<file path="src/rtl/decoder_pkg.sv">
`default_nettype none
// ============================================================================
//  decoder_pkg
//  Shared types and constants for the decoder dispatch block.
//  Revision: 1.0
// ============================================================================
package decoder_pkg;

  localparam int CODE_W_DEFAULT   = 3;
  localparam int OUT_W_DEFAULT    = 1 << CODE_W_DEFAULT;
  localparam int MIN_HOLD_DEFAULT = 2;
  localparam int MIN_HOLD_MAX     = 15;

  // Hold counter must reach MIN_HOLD_MAX-1, so 4 bits is enough.
  localparam int HOLD_CNT_W = 4;

  typedef enum logic [1:0] {
    ST_IDLE = 2'd0,
    ST_HOLD = 2'd1,
    ST_WAIT = 2'd2
  } state_t;

endpackage
`default_nettype wire

</file>
<file path="src/rtl/onehot_dec.sv">
`default_nettype none
// ============================================================================
//  onehot_dec
//  Combinational binary-index to one-hot decoder.
//  Revision: 1.0
// ============================================================================
module onehot_dec #(
  parameter int CODE_W = 3,
  parameter int OUT_W  = 8
) (
  input  logic [CODE_W-1:0] code,
  output logic [OUT_W-1:0]  onehot
);

  // Exactly one bit set, at the position named by code.
  always_comb begin
    onehot       = '0;
    onehot[code] = 1'b1;
  end

endmodule
`default_nettype wire

</file>
<file path="src/rtl/decoder_dispatch.sv">
`default_nettype none
// ============================================================================
//  decoder_dispatch
//  Captures an encoded index, presents it as a registered one-hot word for a
//  guaranteed minimum number of cycles, then waits for a downstream ack.
//  Dropping en cancels a dispatch in flight and pulses aborted.
//  Revision: 1.0
// ============================================================================
module decoder_dispatch
  import decoder_pkg::*;
#(
  parameter int CODE_W   = CODE_W_DEFAULT,
  parameter int OUT_W    = OUT_W_DEFAULT,
  parameter int MIN_HOLD = MIN_HOLD_DEFAULT
) (
  input  logic              clk,
  input  logic              rst,
  input  logic              en,
  input  logic              in_valid,
  input  logic [CODE_W-1:0] in_code,
  output logic              in_ready,
  output logic [OUT_W-1:0]  y,
  output logic              y_valid,
  input  logic              y_ack,
  output logic              aborted,
  output logic [7:0]        dispatch_cnt
);

  localparam logic [HOLD_CNT_W-1:0] c_HOLD_LOAD = HOLD_CNT_W'(MIN_HOLD - 1);

  state_t                r_state;
  state_t                w_next;
  logic [HOLD_CNT_W-1:0] r_hold_cnt;
  logic [OUT_W-1:0]      w_onehot;
  logic                  w_xfer;
  logic                  w_abort;
  logic                  w_ack;

  onehot_dec #(
    .CODE_W (CODE_W),
    .OUT_W  (OUT_W)
  ) u_onehot_dec (
    .code   (in_code),
    .onehot (w_onehot)
  );

  // Only an idle, enabled block can take a new code.
  assign in_ready = en && (r_state == ST_IDLE);

  // State register.
  always_ff @(posedge clk or posedge rst) begin
    if (rst) begin
      r_state <= ST_IDLE;
    end else begin
      r_state <= w_next;
    end
  end

  // Next-state decode; abort by en low outranks an ack in the same cycle.
  always_comb begin
    w_next  = r_state;
    w_xfer  = 1'b0;
    w_abort = 1'b0;
    w_ack   = 1'b0;
    case (r_state)
      ST_IDLE: begin
        if (en && in_valid) begin
          w_xfer = 1'b1;
          w_next = ST_HOLD;
        end
      end
      ST_HOLD: begin
        if (!en) begin
          w_abort = 1'b1;
          w_next  = ST_IDLE;
        end else if (r_hold_cnt == '0) begin
          w_next = ST_WAIT;
        end
      end
      ST_WAIT: begin
        if (!en) begin
          w_abort = 1'b1;
          w_next  = ST_IDLE;
        end else if (y_ack) begin
          w_ack  = 1'b1;
          w_next = ST_IDLE;
        end
      end
      default: begin
        w_next = ST_IDLE;
      end
    endcase
  end

  // Output word, hold countdown, abort pulse and completion counter.
  always_ff @(posedge clk or posedge rst) begin
    if (rst) begin
      y            <= '0;
      y_valid      <= 1'b0;
      aborted      <= 1'b0;
      r_hold_cnt   <= '0;
      dispatch_cnt <= 8'd0;
    end else begin
      aborted <= w_abort;
      if (w_xfer) begin
        y          <= w_onehot;
        y_valid    <= 1'b1;
        r_hold_cnt <= c_HOLD_LOAD;
      end else if (w_abort || w_ack) begin
        y          <= '0;
        y_valid    <= 1'b0;
        r_hold_cnt <= '0;
        if (w_ack) begin
          dispatch_cnt <= dispatch_cnt + 8'd1;
        end
      end else if ((r_state == ST_HOLD) && (r_hold_cnt != '0)) begin
        r_hold_cnt <= r_hold_cnt - 1'b1;
      end
    end
  end

endmodule
`default_nettype wire

</file>
<file path="config.mk">
export PLATFORM = sky130hd
export DESIGN_NAME = decoder_dispatch
export DESIGN_NICKNAME = d
export VERILOG_FILES = /design/src/rtl/decoder_pkg.sv /design/src/rtl/onehot_dec.sv /design/src/rtl/decoder_dispatch.sv
export SDC_FILE = /design/constraint.sdc
export NUM_CORES = 1
export LEC_CHECK = 0
export BUFFER_PORTS_ARGS = -buffer_cell sky130_fd_sc_hd__buf_4
export CAP_MARGIN = 20
export CORE_MARGIN = 3
export CORE_UTILIZATION = 52
export CTS_CLUSTER_SIZE = 10
export DETAILED_ROUTE_END_ITERATION = 7
export GPL_TIMING_DRIVEN = 0
export HOLD_SLACK_MARGIN = 0.08
export PLACE_DENSITY = 0.78
export RECOVER_POWER = 100
export SLEW_MARGIN = 0
export SYNTH_ARGS = -nofsm -noshare
export SYNTH_HDL_FRONTEND = slang
export SYNTH_SLANG_ARGS = --single-unit
</file>
<file path="constraint.sdc">
create_clock -name clk -period 2 [get_ports clk]
set_input_delay 0.1 -clock clk [delete_from_list [all_inputs] [get_ports clk]]
set_output_delay 0.1 -clock clk [all_outputs]
set_load 0.02 [all_outputs]
</file>
Word level (Yosys, flattened, before mapping)
Index checks and enable logic that the tools add are counted.

cells by class
  add/sub/neg operators = 2
  order comparisons = 2
  equal/unequal tests = 5
  muxes and demuxes = 22
  bitwise logic cells = 1
  reductions and logical operators = 13

operators by type and width
  cell                                                                                  count
  8-bit 2-to-1 mux                                                                      2
  4-bit 2-to-1 mux                                                                      3
  1-bit 2-to-1 mux                                                                      10
  2-bit 2-to-1 mux                                                                      5
  8-bit by 1-bit adder with 8-bit output (second input constant)                        1
  3-bit inequality test (second input constant)                                         2
  2-bit one-hot mux with 3 select lines                                                 1
  3-bit AND reduction                                                                   2
  1-bit logical AND                                                                     4
  4-bit logical NOT                                                                     1
  3-bit by 4-bit < comparator with 1-bit output (second input constant)                 1
  4-bit nonzero test                                                                    1
  4-bit by 1-bit subtractor with 4-bit output (second input constant)                   1
  1-bit demux with 3-bit select                                                         1
  3-bit by 1-bit greater-or-equal comparator with 1-bit output (second input constant)  1
  3-bit nonzero test                                                                    1
  2-bit by 1-bit == test with 1-bit output (second input constant)                      1
  2-bit == test (second input constant)                                                 1
  2-bit logical NOT                                                                     1
  2-bit by 1-bit inequality test with 1-bit output (second input constant)              1
  2-bit nonzero test                                                                    1
  2-bit OR reduction                                                                    1
  1-bit logical OR                                                                      1
  1-bit NOT                                                                             1

storage, ports and cells
  register bits after elaboration = 24
  input bits = 8
  output and inout port bits = 19
  word-level logic and storage cells = 51

Logic depth before layout (Yosys ltp)
Gate-level depths: netlist (run 1).

  word-level depth = 6
  depth in mapped cells = 8
  gate-level depth less buffers = 7

Modules after synthesis
From an unflattened synthesis (run 1), not the netlist that was laid out.

second synthesis, totals
  cell total of the unflattened synthesis = 110
  area total of the unflattened synthesis = 1213.7 um^2

by module, submodules not included
  module            times used  cells an instance  area an instance (um^2)  seq. area each (um^2)
  decoder_dispatch  1           102                1148.6                   600.6
  onehot_dec        1           8                  65.1                     0.0

Least setup slack after synthesis (run 1)
No wires, ideal clock.

  kind = flip-flop to flip-flop
  start point = register r_state[0]
  end point = register y[0]
  setup time = 0.092 ns
  arrival = 1.384 ns
  data required time = 1.908 ns
  path slack = 0.524 ns
  cell stages (with the launch flop) = 7
  buffers on the path = 0
  clock period less this slack = 1.476 ns
  path through = dfrtp_1 inv_1 ha_1 and2_4 nand2_2 or2_4 o31ai_2

between the ends
  word-level cells in the longest chain between the ends = 5
  elaborated cells on any way between the ends = 10
  those cells by class = 2 x eq/ne; 4 x mux; 4 x reduce/logical

ends and longest elaborated chain
  what                                                                              RTL line                 text
  from (decl)                                                                       decoder_dispatch.sv:31   state_t r_state;
  from (signal assigned)                                                            decoder_dispatch.sv:55   r_state <= w_next;
  2-bit by 1-bit == test with 1-bit output / 2-bit == test (equally long branches)  decoder_dispatch.sv:65   case (r_state)
  2-bit OR reduction (no source line)                                               -
  1-bit 2-to-1 mux                                                                  -
  1-bit logical OR                                                                  decoder_dispatch.sv:109  end else if (w_abort || w_ack) begin
  2-bit nonzero test (no source line)                                               -
  to (signal assigned)                                                              decoder_dispatch.sv:106  y <= w_onehot;
  to (decl)                                                                         decoder_dispatch.sv:22   output logic [OUT_W-1:0] y,

Parallel ways exist; a longest one is shown, timed or not.
A chain may end at the register's enable or synchronous reset.

Worst setup path in the final report (run 1)
  start point = register r_state[1]
  end point = output port in_ready

between the ends
  word-level cells in the longest chain between the ends = 2

ends and longest elaborated chain
  what               RTL line                text
  2-bit logical NOT  decoder_dispatch.sv:48  assign in_ready = en && (r_state == ST_IDLE);
  1-bit logical AND  decoder_dispatch.sv:48
  to (decl)          decoder_dispatch.sv:21  output logic in_ready,

Every way passes these cells.

==> impl_metrics.tcl, run 1 <==
set metrics [dict create \
    status "finished, final reports clean" \
    cts.sinks 24 \
    overflow 0 \
    nNetsFinal 157 \
    first_global_vias 899 \
    synth_nets 121 \
    cp_num_buf_inv 2 \
    drc 0 \
    synth_area_mm2 0.00116 \
    pwr-share-seq_pct 40.1 \
    min_period_ps 1730 \
    synth_top_area_cell "dfrtp_1" \
    ys_ff_latch 24 \
    totalWireLength_mm 2.41 \
    final_common_cell "dfrtp_1" \
    yosysWarnings 0 \
    dieHeight_um 53.2 \
    power_switching_mw 0.641 \
    viasPerCell 5.27 \
    rows 16 \
    worst_hold_slack_ps 85.6 \
    antenna_cells 0 \
    setup.worst_path.end_class "output pin" \
    dp_hpwl_mm 1.75 \
    crit_type "flop to output pin" \
    grt_max_degree 25 \
    core-area_mm2 0.00204 \
    synth_area_leaders "dfrtp_1 52%, ha_1 6.5%, nand2_1 6.1%" \
    rsz0062_at_grt "no" \
    p_per_area_mw_per_mm2 1210 \
    wl_per_cell_um 14.2 \
    drive_above_1_share_pct 12.0 \
    grt_pass1_wl_mm 3.92 \
    crit_fanout 6 \
    worst_slew_pin_slew_ps 896 \
    required_ps 1900 \
    post-route-period-util_pct 86.6 \
    critPathMaxStageDelay_ps 430 \
    arrival_ps 1630 \
    vias 891 \
    setup_viol 0 \
    h-tree-depth 1 \
    dieWidth_um 53.2 \
    path_clk_slew_ps 130 \
    yosysTopAreaCellShare_pct 51.8 \
    finalSetupTns_ps 0 \
    grt_antenna_before_repair 0 \
    finalHoldViolCount 0 \
    p_int_mw 1.05 \
    maxCapViolations 0 \
    skew_ps 10.1 \
    syn_avg_cell_area_um2 10.8 \
    power_frac_comb_pct 38.7 \
    final_cell_mix "24 x dfrtp_1, 19 x nand2_1, 19 x clkbuf_1" \
    area_delta_synth_final_pct 20.9 \
    start_util_pct 56.8 \
    crit_family "flip-flops" \
    cts_buffers 3 \
    globalplace.congestion 0.710 \
    numPortBuffers 26 \
    root_buffer "clkbuf_4" \
    ys_seq_area_share_pct 51.8 \
    slew_headroom_pct 40.2 \
    pwr-share-clk_pct 21.1 \
    critPathLaunchType "flop" \
    slew_viol_final 0 \
    clk_path_buf_depth 2 \
    hold_class "input pin to flop" \
    first_pass_iters 4 \
    n_fill_cell 182 \
    grt_usage_pct 19.5 \
    clk-insertion-delay-late_ps 320 \
    cpMaxStageDelayCell "dfrtp_1" \
    cts_setup_buffers 0 \
    antenna_left 0 \
    synth_cell_types 32 \
    die_area_mm2 0.00283 \
    num_io_pins 27 \
    synthCells 107 \
    ir_worst_vdd_mv 1.10 \
    post_cts_resized 0 \
    path_cells "inv_1 > ha_1 > and2_0 > clkbuf_1" \
    power_leakage_nw 0.651 \
    fmax_mhz 577 \
    swShare_pct 37.9 \
    cts_tree "built" \
    drt_iter0_markers 13 \
]
==> metal layers <==
metal	share of wire [%]	track usage, %	vias up
met4	1.4	9.79	0
met2	52	33.5	19
li1	-	-	432
met5	0	0	-
met1	43	23.4	436
met3	3.5	2.82	4
==> power groups by stage <==
stage	Sequential, mW	Combinational, mW	Clock, mW
global route	0.697	0.735	0.378
global placement	0.682	0.697	0
floorplan	0.743	0.441	0
CTS	0.682	0.748	0.361
detailed placement	0.689	0.733	0
finish	0.679	0.656	0.358
==> worst min-delay path: cells and delay by family <==
kind | cells | cell delay (ps)
buffers and inverters | 1 | 140
AND/OR/NAND/NOR | 1 | 70
AO/OA/AOI/OAI | 1 | 60
==> what timing repair did <==
action	CTS	global route
endpoints found under the setup margin	0	0
hold endpoints to repair	32	0
hold buffers	5	0
==> cells in the mapped netlist, drive strengths merged <==
library cell	instances
o211a	1
o31ai	2
a2bb2oi	1
and4	1
nand4	2
nand2b	4
nor2b	2
mux2	2
xnor2	7
and2	2
a21oi	5
o21ai	8
a22o	1
ha	6
or2	1
xor2	2
dfrtp	24
nor3	1
nand3	5
nor4	1
nand2	20
buf	1
a211oi	1
nor3b	1
inv	6
==> stage by stage <==
| step | utilization (%) | setup slack (ps) | cell area (um2) | instances | total power, mW |
|---|---|---|---|---|---|
| floorplan | - | 524 | 1160 | 107 | 1.18 |
| global placement | 68.0 | 481 | 1390 | 160 | 1.38 |
| detailed placement | 68.0 | 417 | 1390 | 160 | 1.42 |
| CTS | 73.0 | 391 | 1490 | 169 | 1.79 |
| global route | 68.7 | 175 | 1400 | 169 | 1.81 |
| finish | 68.7 | 267 | 1400 | 169 | 1.69 |
==> path summary, 6_finish.rpt <==
check | startpoint | endpoint | slack [ps] | cells past startpoint
setup / recovery | r_state[1] | in_ready | 270 | 4
hold / removal | en | r_state[1] | 90 | 3
setup reg to reg | r_state[0] | dispatch_cnt[1] | 280 | 5
hold reg to reg | dispatch_cnt[7] | dispatch_cnt[7] | 490 | 1
max in group asynchronous | rst | r_hold_cnt[2] | 950 | 3
min in group asynchronous | rst | dispatch_cnt[5] | 500 | 3
==> state kept, by name, indices dropped and copies added, names as in the netlist <==
register      count
r_hold_cnt        4
r_state           2
y_valid           1
aborted           1
dispatch_cnt      8
y                 8
==> cell families (layout without fill, tap and decap cells) <==
family                   after synthesis  after routing  share of synthesized area (%)
adder cells (fa/ha/maj)                6              6                           6.47
flip-flops                            24             24                           51.8
XOR/XNOR                               9              9                           6.80
AND/OR/NAND/NOR                       40             40                           18.4
buffers and inverters                  7             42                           2.59
multiplexers                           2              2                           1.94
AO/OA/AOI/OAI                         19             19                           12.0
==> final cells by class <==
class                   instances  area, um2  share of cell area, %
plain buffers                   1       7.51                  0.535
flip-flops and latches         24        601                   42.8
repair buffers                 31        174                   12.4
clock inverters                 1       30.0                   2.14
well taps                      27       33.8                   2.41
clock buffers                   3       22.5                   1.61
inverters                       6       22.5                   1.61
multi-input cells              76        512                   36.5
Power figures use the tool's default switching activity.
==> inputs of run 2 (changes only) <==
PLACE_DENSITY = unset   (was 0.78)
PLACE_DENSITY_LB_ADDON = 0.15   (was unset)
SETUP_SLACK_MARGIN = 0.02   (was unset)
==> impl_metrics.tcl, run 2 (synthesis results as in run 1) <==
set metrics [dict create \
    status "finished, final reports clean" \
    cts_setup_buffers 0 \
    final_cell_mix "24 x dfrtp_1, 19 x nand2_1, 19 x clkbuf_1" \
    worst_slew_pin_slew_ps 886 \
    holdPathStages 3 \
    arrival_ps 1610 \
    power_frac_comb_pct 38.6 \
    worstHoldEndpoint "r_state[1]" \
    nNetsFinal 157 \
    crit_fanout 6 \
    finalHoldViolCount 0 \
    fmax_mhz 585 \
    overflow 0 \
    finalSetupTns_ps 0 \
    h-tree-depth 1 \
    maxCapViolations 0 \
    design_area_mm2 0.00140 \
    power_switching_mw 0.620 \
    p_per_area_mw_per_mm2 1190 \
    numPortBuffers 26 \
    globalplace.congestion 0.760 \
    setup_viol 0 \
    seq_area_um2 601 \
    pre_cts_ws_ps 450 \
    dp_hpwl_mm 1.62 \
    power_leakage_nw 0.651 \
    min_period_ps 1710 \
    rsz0062_at_grt "no" \
    slew_headroom_pct 40.8 \
    antenna_left 0 \
    grt_pass1_wl_mm 3.93 \
    grt_antenna_before_repair 0 \
    reg2reg_from "r_state[0]" \
    p_int_mw 1.05 \
    layoutNonFillerInstCount 169 \
    grt_usage_pct 19.4 \
    rr_worst_depth 5 \
    post-route-util_pct 68.6 \
    cts.sinks 24 \
    multi_input_area_um2 509 \
    clk-insertion-delay-late_ps 310 \
    placedCellCount 160 \
    r2r_end "dispatch_cnt[1]" \
    rows 16 \
    slew_viol_final 0 \
    first_pass_iters 4 \
    drc 0 \
    required_ps 1900 \
    finalPower_mw 1.67 \
    dieWidth_um 53.2 \
    drt_iter0_markers 9 \
    root_buffer "clkbuf_4" \
    place_area_mm2 0.00139 \
    critPathLaunchType "flop" \
    skew_ps 3.12 \
    min_from "en" \
    num_io_pins 27 \
    setup_ws_ps 291 \
    crit_type "flop to output pin" \
    die_area_mm2 0.00283 \
    antenna_cells 0 \
    wl_per_cell_um 13.5 \
    final_common_cell "dfrtp_1" \
    hold_class "input pin to flop" \
    clk_path_buf_depth 2 \
    setup.worst_path.end_class "output pin" \
    totalWireLength_mm 2.28 \
    swShare_pct 37.1 \
    cts_buffers 3 \
    pwr-share-clk_pct 20.9 \
    cts_tree "built" \
    vias 889 \
    core-area_mm2 0.00204 \
    ir_worst_vdd_mv 0.859 \
    worst_hold_slack_ps 108 \
    post_cts_resized 0 \
    first_global_vias 895 \
    r2r_slack_ps 310 \
    area_delta_synth_final_pct 20.7 \
    viasPerCell 5.26 \
    n_fill_cell 177 \
    pwr-share-seq_pct 40.5 \
    path_clk_slew_ps 130 \
    dieHeight_um 53.2 \
    drive_above_1_share_pct 12.0 \
    grt_max_degree 25 \
    largestRegisters "dispatch_cnt (8), y (8), r_hold_cnt (4)" \
    start_util_pct 56.8 \
    post-route-period-util_pct 85.4 \
]
-- run 2: final cells by class --
| class | instances | area share, % |
|---|---|---|
| timing repair buffer | 31 | 12.4 |
| clock inverter | 1 | 2.14 |
| tap | 27 | 2.41 |
| buffer | 1 | 0.536 |
| clock buffer | 3 | 1.61 |
| inverter | 6 | 1.61 |
| multi-input combinational | 76 | 36.4 |
| sequential | 24 | 42.9 |
-- run 2: timing repair --
item	4_1_cts	5_1_grt
hold buffers	5	0
setup endpoints to repair	0	0
endpoints found under the hold margin	27	0
-- run 2: power by group through the flow --
stage	Clock [mW]	Combinational (mW)	Sequential (mW)
after CTS	0.351	0.731	0.678
after global placement	0	0.698	0.682
after floorplan	0	0.441	0.743
final	0.350	0.645	0.677
after global routing	0.384	0.732	0.694
after detailed placement	0	0.718	0.688
-- run 2: worst max-delay path: stages (launching register included) --
cell and delay (ps):
dfrtp_1 420, inv_1 90, ha_1 280, and2_0 250, clkbuf_1 260
-- run 2: routing by layer --
| layer | track usage (%) | vias up | part of all wire (%) |
|---|---|---|---|
| li1 | - | 433 | - |
| met1 | 23.8 | 435 | 42 |
| met4 | 8.09 | 0 | 1.6 |
| met3 | 3.94 | 4 | 3.4 |
| met2 | 32.7 | 17 | 52 |
| met5 | 0 | - | 0 |
-- run 2: how the worst max path moves through the flow --
stage	to	startpoint	cells after the start	slack, ps
final	in_ready	r_state[0]	4	290
after global placement	y[0]	r_state[0]	6	470
after floorplan	y[0]	r_state[0]	6	520
after detailed placement	y[0]	r_state[0]	6	450
after CTS	y[0]	r_state[0]	6	420
after global routing	in_ready	r_state[0]	4	150
